## src/rtl/stream_mux_rr.sv

```systemverilog
// NCH:1 valid/ready stream multiplexer with a single registered output stage.
// Round-robin by default; define STREAM_MUX_FIXED_PRIO_EN for fixed priority (lowest index wins).
module stream_mux_rr #(
    parameter int WIDTH = 2,
    parameter int NCH   = 3,
    localparam int SELW = (NCH > 2) ? $clog2(NCH) : 1
) (
    input  logic                 clk,
    input  logic                 rst,
    input  logic [NCH*WIDTH-1:0] in_data,
    input  logic [NCH-1:0]       in_valid,
    output logic [NCH-1:0]       in_ready,
    output logic [WIDTH-1:0]     out_data,
    output logic                 out_valid,
    input  logic                 out_ready,
    output logic [SELW-1:0]      out_chan
);

    localparam logic [SELW:0]   NCH_W  = (SELW+1)'(NCH);
    localparam logic [SELW-1:0] LAST_W = SELW'(NCH - 1);

    logic [WIDTH-1:0] r_out_data;
    logic             r_out_valid;
    logic [SELW-1:0]  r_out_chan;

    logic             w_load;
    logic [SELW-1:0]  w_base;
    logic [SELW-1:0]  w_cand_idx [NCH];
    logic [NCH-1:0]   w_cand_vld;
    logic             w_grant_vld;
    logic [SELW-1:0]  w_grant_idx;
    logic [WIDTH-1:0] w_chan_data [NCH];
    logic [WIDTH-1:0] w_sel_data;

    assign w_load = !r_out_valid || out_ready;

`ifdef STREAM_MUX_FIXED_PRIO_EN
    assign w_base = '0;
`else
    logic [SELW-1:0] r_ptr;
    logic [SELW-1:0] w_ptr_next;

    assign w_base     = r_ptr;
    assign w_ptr_next = (w_grant_idx == LAST_W) ? '0 : w_grant_idx + SELW'(1);

    // Priority only rotates when a beat is actually taken.
    always_ff @(posedge clk) begin
        if (rst) begin
            r_ptr <= '0;
        end else if (w_load && w_grant_vld) begin
            r_ptr <= w_ptr_next;
        end
    end
`endif

    // Scan position gi maps to channel (base + gi) mod NCH; base < NCH so one subtract suffices.
    generate
        for (genvar gi = 0; gi < NCH; gi++) begin : g_scan
            logic [SELW:0] w_sum;
            assign w_sum           = {1'b0, w_base} + (SELW+1)'(gi);
            assign w_cand_idx[gi]  = (w_sum >= NCH_W) ? SELW'(w_sum - NCH_W) : SELW'(w_sum);
            assign w_cand_vld[gi]  = in_valid[w_cand_idx[gi]];
            assign w_chan_data[gi] = in_data[gi*WIDTH +: WIDTH];
        end
    endgenerate

    always_comb begin
        w_grant_vld = 1'b0;
        w_grant_idx = '0;
        for (int k = NCH - 1; k >= 0; k--) begin
            if (w_cand_vld[k]) begin
                w_grant_vld = 1'b1;
                w_grant_idx = w_cand_idx[k];
            end
        end
    end

    assign w_sel_data = w_chan_data[w_grant_idx];

    generate
        for (genvar gi = 0; gi < NCH; gi++) begin : g_ready
            assign in_ready[gi] = w_load && w_grant_vld && (w_grant_idx == SELW'(gi)) && !rst;
        end
    endgenerate

    always_ff @(posedge clk) begin
        if (rst) begin
            r_out_data  <= '0;
            r_out_valid <= 1'b0;
            r_out_chan  <= '0;
        end else if (w_load) begin
            if (w_grant_vld) begin
                r_out_data  <= w_sel_data;
                r_out_chan  <= w_grant_idx;
                r_out_valid <= 1'b1;
            end else begin
                r_out_valid <= 1'b0;
            end
        end
    end

    assign out_data  = r_out_data;
    assign out_valid = r_out_valid;
    assign out_chan  = r_out_chan;

endmodule

```

## config.mk

```make
export PLATFORM = sky130hd
export DESIGN_NAME = stream_mux_rr
export DESIGN_NICKNAME = d
export VERILOG_FILES = /design/src/rtl/stream_mux_rr.sv
export SDC_FILE = /design/constraint.sdc
export NUM_CORES = 1
export LEC_CHECK = 0
export CORE_MARGIN = 5
export CORE_UTILIZATION = 48
export CTS_CLUSTER_SIZE = 24
export DETAILED_ROUTE_END_ITERATION = 7
export GPL_ROUTABILITY_DRIVEN = 0
export HOLD_SLACK_MARGIN = 0.15
export PLACE_DENSITY = 0.82
export RECOVER_POWER = 100
export SYNTH_ARGS = -nofsm -noshare
export SYNTH_HDL_FRONTEND = slang
export SYNTH_SLANG_ARGS = --single-unit
```

## constraint.sdc

```tcl
create_clock -name clk -period 4.1 [get_ports clk]
set_input_delay 0.41 -clock clk [delete_from_list [all_inputs] [get_ports clk]]
set_output_delay 0.41 -clock clk [all_outputs]
set_load 0.01 [all_outputs]
```

### Yosys cells after proc, flatten, opt, wreduce, memory -nomap -nowiden

Cells that the tools add are included.

| cells by class | value |
|---|---|
| add/sub/neg operators | 6 |
| order comparisons | 7 |
| eq/ne operators | 2 |
| mux-type cells | 20 |
| bitwise gates (word level) | 1 |
| reductions and logical operators | 12 |

Operators with widths:

| cell | count |
|---|---|
| $mux W2 | 9 |
| $lt A2 B3 Y1 const B | 3 |
| $logic_and A1 B1 Y1 | 7 |
| $mux W1 | 7 |
| $bmux W1 S2 | 3 |
| $ge A3 B2 Y1 const B | 2 |
| $sub A2 B2 Y2 const B | 3 |
| $bmux W2 S2 | 1 |
| $add A2 B1 Y3 const B | 1 |
| $add A2 B2 Y3 const B | 1 |
| $ge A3 B3 Y1 const B | 1 |
| $not A2 Y3 | 1 |
| $add A2 B1 Y2 const B | 1 |
| $eq A2 B1 Y1 const B | 1 |
| $eq A2 B2 Y1 const B | 1 |
| $ge A2 B2 Y1 const B | 1 |
| $logic_not A1 Y1 | 2 |
| $logic_not A2 Y1 | 1 |
| $reduce_and A2 Y1 | 1 |
| $logic_or A1 B1 Y1 | 1 |

| word-level totals | value |
|---|---|
| flip-flop bits (word level) | 7 |
| bits of input ports | 12 |
| output and inout port bits | 8 |
| logic and storage cells | 52 |

### Logic depth before layout (Yosys ltp)

Gate-level depths: netlist of the first run.

| depth | value |
|---|---|
| depth after elaboration | 12 |
| gate-level depth with buffers | 8 |
| depth with buffers taken out | 7 |

### Least setup slack after synthesis of the first run

Ideal clock, no wire load.

| path | value |
|---|---|
| path kind | register -> output |
| from | register r_ptr[0] |
| to | output in_ready[1] |
| arrival | 2.129 ns |
| data required time | 3.690 ns |
| slack | 1.561 ns |
| stages on the path, launching flop included | 9 |
| path buffers | 1 |
| cell sequence | dfxtp_1 > inv_1 > ha_1 > buf_6 > maj3_2 > o21a_1 > a311oi_4 > nand2b_4 > nor3_1 |

| between the ends | value |
|---|---|
| word-level cells in the longest chain between the ends | 11 |
| elaborated cells between the ends (all ways) | 27 |
| those cells by class | 5 x add/sub; 3 x order compare; 1 x eq/ne; 15 x mux; 3 x reduce/logical |

Ends and longest elaborated chain:

| element | line | RTL |
|---|---|---|
| start: declaration | 40 | `logic [SELW-1:0] r_ptr;` |
| start signal: assignment | 51 | `r_ptr <= w_ptr_next;` |
| $add A2 B2 Y3 | 60 | `assign w_sum = {1'b0, w_base} + (SELW+1)'(gi);` |
| $ge A3 B2 Y1 or $sub A2 B2 Y2 (tied branches) | 61 | `assign w_cand_idx[gi] = (w_sum >= NCH_W) ? SELW'(w_sum - NCH_W) : SELW'(w_sum);` |
| $mux W2 | 61 |  |
| $bmux W1 S2 | 62 | `assign w_cand_vld[gi] = in_valid[w_cand_idx[gi]];` |
| $mux W1 (implied by the code) | 62 |  |
| $mux W2 or $mux W1 (tied branches) (3 in series) | 71 | `if (w_cand_vld[k]) begin` |
| $eq A2 B1 Y1 or $logic_and A1 B1 Y1 (tied branches) | 82 | `assign in_ready[gi] = w_load && w_grant_vld && (w_grant_idx == SELW'(gi)) && !rst;` |
| $logic_and A1 B1 Y1 (*) (2 in series) | 82 |  |
| end: declaration | 12 | `output logic [NCH-1:0] in_ready,` |

Every way passes the cells marked *; elsewhere a longest branch is shown, timed or not. The select of a mux whose other input is x is not followed.

### Final worst setup path of the first run

Same ends and word-level chain as after synthesis.

==> results of run 1 <==
[where the power goes]
group           total, W  switching (W)  internal [W]  leakage [nW]
sequential      0.000113      0.0000164     0.0000962        0.0580
clock          0.0000630      0.0000258     0.0000372        0.0150
combinational   0.000385       0.000208      0.000177         0.263
[worst reg2reg max path: stages (launching register included)]
cell and delay [ns]:
dfxtp_1 0.35, inv_1 0.07, ha_1 0.44, maj3_1 0.41, o21a_1 0.21, a311oi_4 0.45, nand2b_2 0.15, o32ai_1 0.31
[flip-flops by register name, summed over array words and instances, names as in the netlist]
signal / flops
out_chan: 2
out_data: 2
out_valid: 1
r_ptr: 2
[routing by layer]
metal / track usage / part of all wire / vias to the layer above
met3: 0.0313 / 0.055 / 4
met2: 0.266 / 0.47 / 21
met4: 0.102 / 0.015 / 0
li1: - / - / 333
met5: 0 / 0 / -
met1: 0.217 / 0.46 / 292
[cell usage in the layout, fill, tap and decap left out, types with 2 or more instances in the layout]
| cell type | instances |
|---|---|
| nand4_1 | 2 |
| clkdlybuf4s50_1 | 11 |
| clkbuf_4 | 3 |
| dfxtp_1 | 7 |
| ha_1 | 3 |
| nor2b_1 | 3 |
| mux2i_1 | 3 |
| nand2_1 | 5 |
| nor2_1 | 6 |
| nand3b_1 | 4 |
| o32ai_1 | 4 |
| dlygate4sd3_1 | 8 |
| inv_1 | 7 |
| a21oi_1 | 7 |
| nor3_1 | 3 |
| a31o_2 | 2 |
| nand2b_1 | 6 |
[kinds of logic after synthesis]
| kind of cell | share of synthesized area |
|---|---|
| AO/OA/AOI/OAI | 0.259 |
| adder cells (fa/ha/maj) | 0.0765 |
| buffers and inverters | 0.0725 |
| flip-flops | 0.220 |
| multiplexers | 0.0647 |
| AND/OR/NAND/NOR | 0.308 |
[final timing paths]
path / start / endpoint / slack [ns] / depth (start not counted)
setup / recovery: r_ptr[0] / in_ready[1] / 0.56 / 8
hold / removal: out_data[0] / out_data[0] / 0.47 / 2
setup reg to reg: r_ptr[0] / out_data[1] / 1.63 / 7
hold reg to reg: out_data[0] / out_data[0] / 0.47 / 2
[per-stage QoR]
| step | cell area, um^2 | power, W | hold slack [ns] |
|---|---|---|---|
| 3_5_place_dp | 827 | 0.000514 | 0.460 |
| 3_3_place_gp | 827 | 0.000503 | 0.457 |
| 5_1_grt | 847 | 0.000616 | 0.499 |
| 4_1_cts | 853 | 0.000583 | 0.476 |
| 2_1_floorplan | 638 | 0.000408 | 0.457 |
| 6_report | 847 | 0.000561 | 0.472 |
[cell type report]
cell class,count,area (um^2)
multi-input combinational,63,445
fill,112,438
timing repair buffer,19,190
sequential,7,140
clock buffer,4,26.3
inverter,7,26.3
tap,15,18.8
==> qor.yml, run 1 <==
core-area_um2: 1280
clk_latency_ns: 0.25
critPathSlowestCell: "dlygate4sd3_1"
finalMaxSlewViolations: 0
critPathTopFamily: "adder cells"
fin_crit_sh: 0.864
drt_iter0_drc: 7
p_per_area_nw_per_um2: 662
slowest_delay_ns: 0.63
rsz0062_at_grt: "false"
drc: 0
antenna_found_initial: 0
die_w_um: 46.5
worstPathArrival_ns: 3.13
clkTransAtPathRegs_ns: 0.06
ys_seq_area_frac: 0.220
vdd_drop_max_uv: 444
syn_nets: 95
fmax_mhz: 282
cts_root_buf: "clkbuf_4"
path_cells: "inv_1 -> ha_1 -> maj3_1 -> o21a_1 -> a311oi_4 -> nand2b_2 -> nor3_1 -> dlygate4sd3_1"
syn_to_final_growth_pct: 32.7
required_ns: 3.69
grt_pass1_wl_um: 2650
p_leak_nw: 0.336
grt_overflow_total: 0
max_cap_violations: 0
tns_ns: 0
synth_ff_type: "dfxtp_1"
drt-pass1-iter-count: 4
htree_levels: 1
clock-sinks: 7
grt_pass1_vias: 625
worstPathBufferInverterCount: 2
io_pins: 20
syn-cell-area_um2: 638
end_kind: "primary output"
worstMarginPinSlew_ns: 0.519
layout-drive-gt1-share: 0.0900
vias_per_cell: 5.65
final_nets: 116
finalSetupViolCount: 0
vias: 650
clockBufferDepth: 2
syn_area_per_cell_um2: 7.98
antennaDiodeCount: 0
dieArea_um2: 2160
synth-warning-count: 0
die_h_um: 46.5
synth.ff_latch_count: 7
yosysUniqueCellTypes: 32
hp-class: "reg -> reg"
outcome: "completed"
finalHoldViolCount: 0
grt.total_usage: 0.172
critical_path_class: "reg -> out"
post_cts_buffers: 0
drt_wl_total_um: 1560
synthTopCellsByCount: "a21oi_1 (7), dfxtp_1 (7), inv_1 (7)"
critPathMaxFanout: 10
worst_setup_path_start_kind: "register"
place_ws_ns: 0.948
yosysTopAreaCellShare: 0.220
max-slew-margin-rel: 0.653
synthTopCellsByArea: "dfxtp_1 (22%), ha_1 (5.9%), nand2b_1 (5.9%)"
dp_hpwl_um: 1200
ant_nets: 0
wl_per_cell_um: 13.6
fin_cells: 115
cts_resized: 0
min_period_ns: 3.54
syn_inst: 80
ctsHoldBuffers: 0
dp.cells: 111
synthArstFlopShare: 0
layout_setup_ws_ns: 0.556
grt_start_max_net_pins: 12
final_core_utilization: 0.659
cts_inserted_buffers: 3
yosys.area.top_type: "dfxtp_1"
cts_tree: "yes"
io_buffers: 19
initial_utilization: 0.497
finClkSkew_ns: 0.00902
rows: 13
synth_edf_count: 0
(Power assumes the default switching activity.)
==> inputs of run 2 (changes only) <==
--- a/config.mk
+++ b/config.mk
@@ -5,7 +5,7 @@
 export SDC_FILE = /design/constraint.sdc
 export NUM_CORES = 1
 export LEC_CHECK = 0
-export CORE_MARGIN = 5
+export CORE_MARGIN = 3
 export CORE_UTILIZATION = 48
 export CTS_CLUSTER_SIZE = 24
 export DETAILED_ROUTE_END_ITERATION = 7
==> qor.yml, run 2 (synthesis results as in run 1) <==
outcome: "completed"
max-slew-margin-rel: 0.672
max_cap_violations: 0
antenna_found_initial: 0
die_w_um: 42.5
critPathSlowestCell: "dlygate4sd3_1"
fin_crit_sh: 0.883
min_period_ns: 3.62
vdd_drop_max_uv: 490
end_kind: "primary output"
fill_cells: 89
clock-sinks: 7
vias: 653
dieArea_um2: 1800
grt_start_max_net_pins: 12
io_pins: 20
total_power_w: 0.000559
die_h_um: 42.5
wl_per_cell_um: 12.8
clockBufferDepth: 2
rsz0062_at_grt: "false"
drc: 0
layout_commonest_cell: "clkdlybuf4s50_1"
antennaDiodeCount: 0
grt_pass1_vias: 599
cts_resized: 0
htree_levels: 1
slowest_delay_ns: 0.65
worstPathBufferInverterCount: 2
whs_path_depth: 2
worstPathArrival_ns: 3.21
finClkSkew_ns: 0.00801
worstMarginPinSlew_ns: 0.491
final_cell_mix: "clkdlybuf4s50_1 (11), dlygate4sd3_1 (8), inv_1 (7), a21oi_1 (7), dfxtp_1 (7)"
fmax_mhz: 276
hold_start: "out_data[1]"
ctsHoldBuffers: 0
layout-drive-gt1-share: 0.0900
drt_iter0_drc: 12
clkTransAtPathRegs_ns: 0.06
rows: 12
register_area_um2: 140
reg2reg_slack_ns: 1.63
required_ns: 3.69
core-area_um2: 1170
drt-pass1-iter-count: 4
critical_path_class: "reg -> out"
worstReg2RegEnd: "out_data[1]"
io_buffers: 19
hold_path_end: "out_data[1]"
critPathTopFamily: "adder cells"
cts_tree: "yes"
path_cells: "inv_1 -> ha_1 -> maj3_1 -> nand2b_1 -> a311oi_4 -> nand2b_2 -> nor3_1 -> dlygate4sd3_1"
tns_ns: 0
p_per_area_nw_per_um2: 661
finalMaxSlewViolations: 0
vias_per_cell: 5.73
multiInputGateArea_um2: 445
syn_to_final_growth_pct: 32.5
r2r.worst_path.cells: 7
ant_nets: 0
final_core_utilization: 0.722
grt_pass1_wl_um: 2440
cts_inserted_buffers: 3
p_leak_nw: 0.336
post_cts_buffers: 0
worst_setup_path_start_kind: "register"
finalHoldViolCount: 0
critPathMaxFanout: 10
dp.cells: 110
dp_hpwl_um: 1110
initial_utilization: 0.545
fin_cells: 114
cts_root_buf: "clkbuf_4"
drt_wl_total_um: 1460
grt.total_usage: 0.172
hp-class: "reg -> reg"
grt_overflow_total: 0
reg2reg_from: "r_ptr[0]"
finalSetupViolCount: 0
final_nets: 116
clk_latency_ns: 0.25
==> run 2: cell counts in the layout (fill, tap and decap cells not counted) <==
Identical to the previous run, type by type.
==> run 2: metal layers <==
layer | part of all wire | vias to the layer above | wire length [um] | GRT usage
met2 | 0.49 | 17 | 712 | 0.286
met5 | 0 | - | 0 | 0
met1 | 0.46 | 302 | 671 | 0.212
met3 | 0.047 | 2 | 69 | 0.0343
met4 | 0.0068 | 0 | 10 | 0.0745
li1 | - | 332 | - | -
==> run 2: area by class of cell <==
cell class              count  area share
clock buffers               4      0.0311
inverters                   7      0.0311
multi-input cells          63       0.527
flip-flops and latches      7       0.166
well taps                  14      0.0207
repair buffers             19       0.225
==> run 2: worst reg2reg max path, cell delays in order (launching register included) <==
cell	delay, ns
dfxtp_1	0.35
inv_1	0.07
ha_1	0.44
maj3_1	0.41
nand2b_1	0.20
a311oi_4	0.46
nand2b_2	0.16
o32ai_1	0.29
==> run 2: how the worst max path moves through the flow <==
| stage | startpoint | endpoint | slack [ns] | cells past startpoint |
|---|---|---|---|---|
| after CTS | r_ptr[0] | in_ready[0] | 0.61 | 8 |
| final | r_ptr[0] | in_ready[0] | 0.48 | 8 |
| after floorplan | r_ptr[0] | in_ready[1] | 1.56 | 8 |
| after global routing | r_ptr[0] | in_ready[0] | 0.32 | 8 |
| after detailed placement | r_ptr[0] | in_ready[0] | 0.91 | 8 |
| after global placement | r_ptr[0] | in_ready[1] | 0.98 | 8 |
==> run 2: per-stage QoR <==
| step | hold slack [ns] | worst slack [ns] | area, um^2 |
|---|---|---|---|
| after floorplan | 0.457 | 1.56 | 638 |
| after global placement | 0.447 | 0.984 | 826 |
| after detailed placement | 0.453 | 0.912 | 826 |
| after CTS | 0.465 | 0.606 | 852 |
| after global routing | 0.486 | 0.322 | 846 |
| final | 0.461 | 0.481 | 846 |
==> run 2: power by group <==
part / switching (W) / internal (W) / total, W
Combinational: 0.000208 / 0.000177 / 0.000385
Clock: 0.0000248 / 0.0000371 / 0.0000619
Sequential: 0.0000161 / 0.0000963 / 0.000112
Total: 0.000249 / 0.000310 / 0.000559
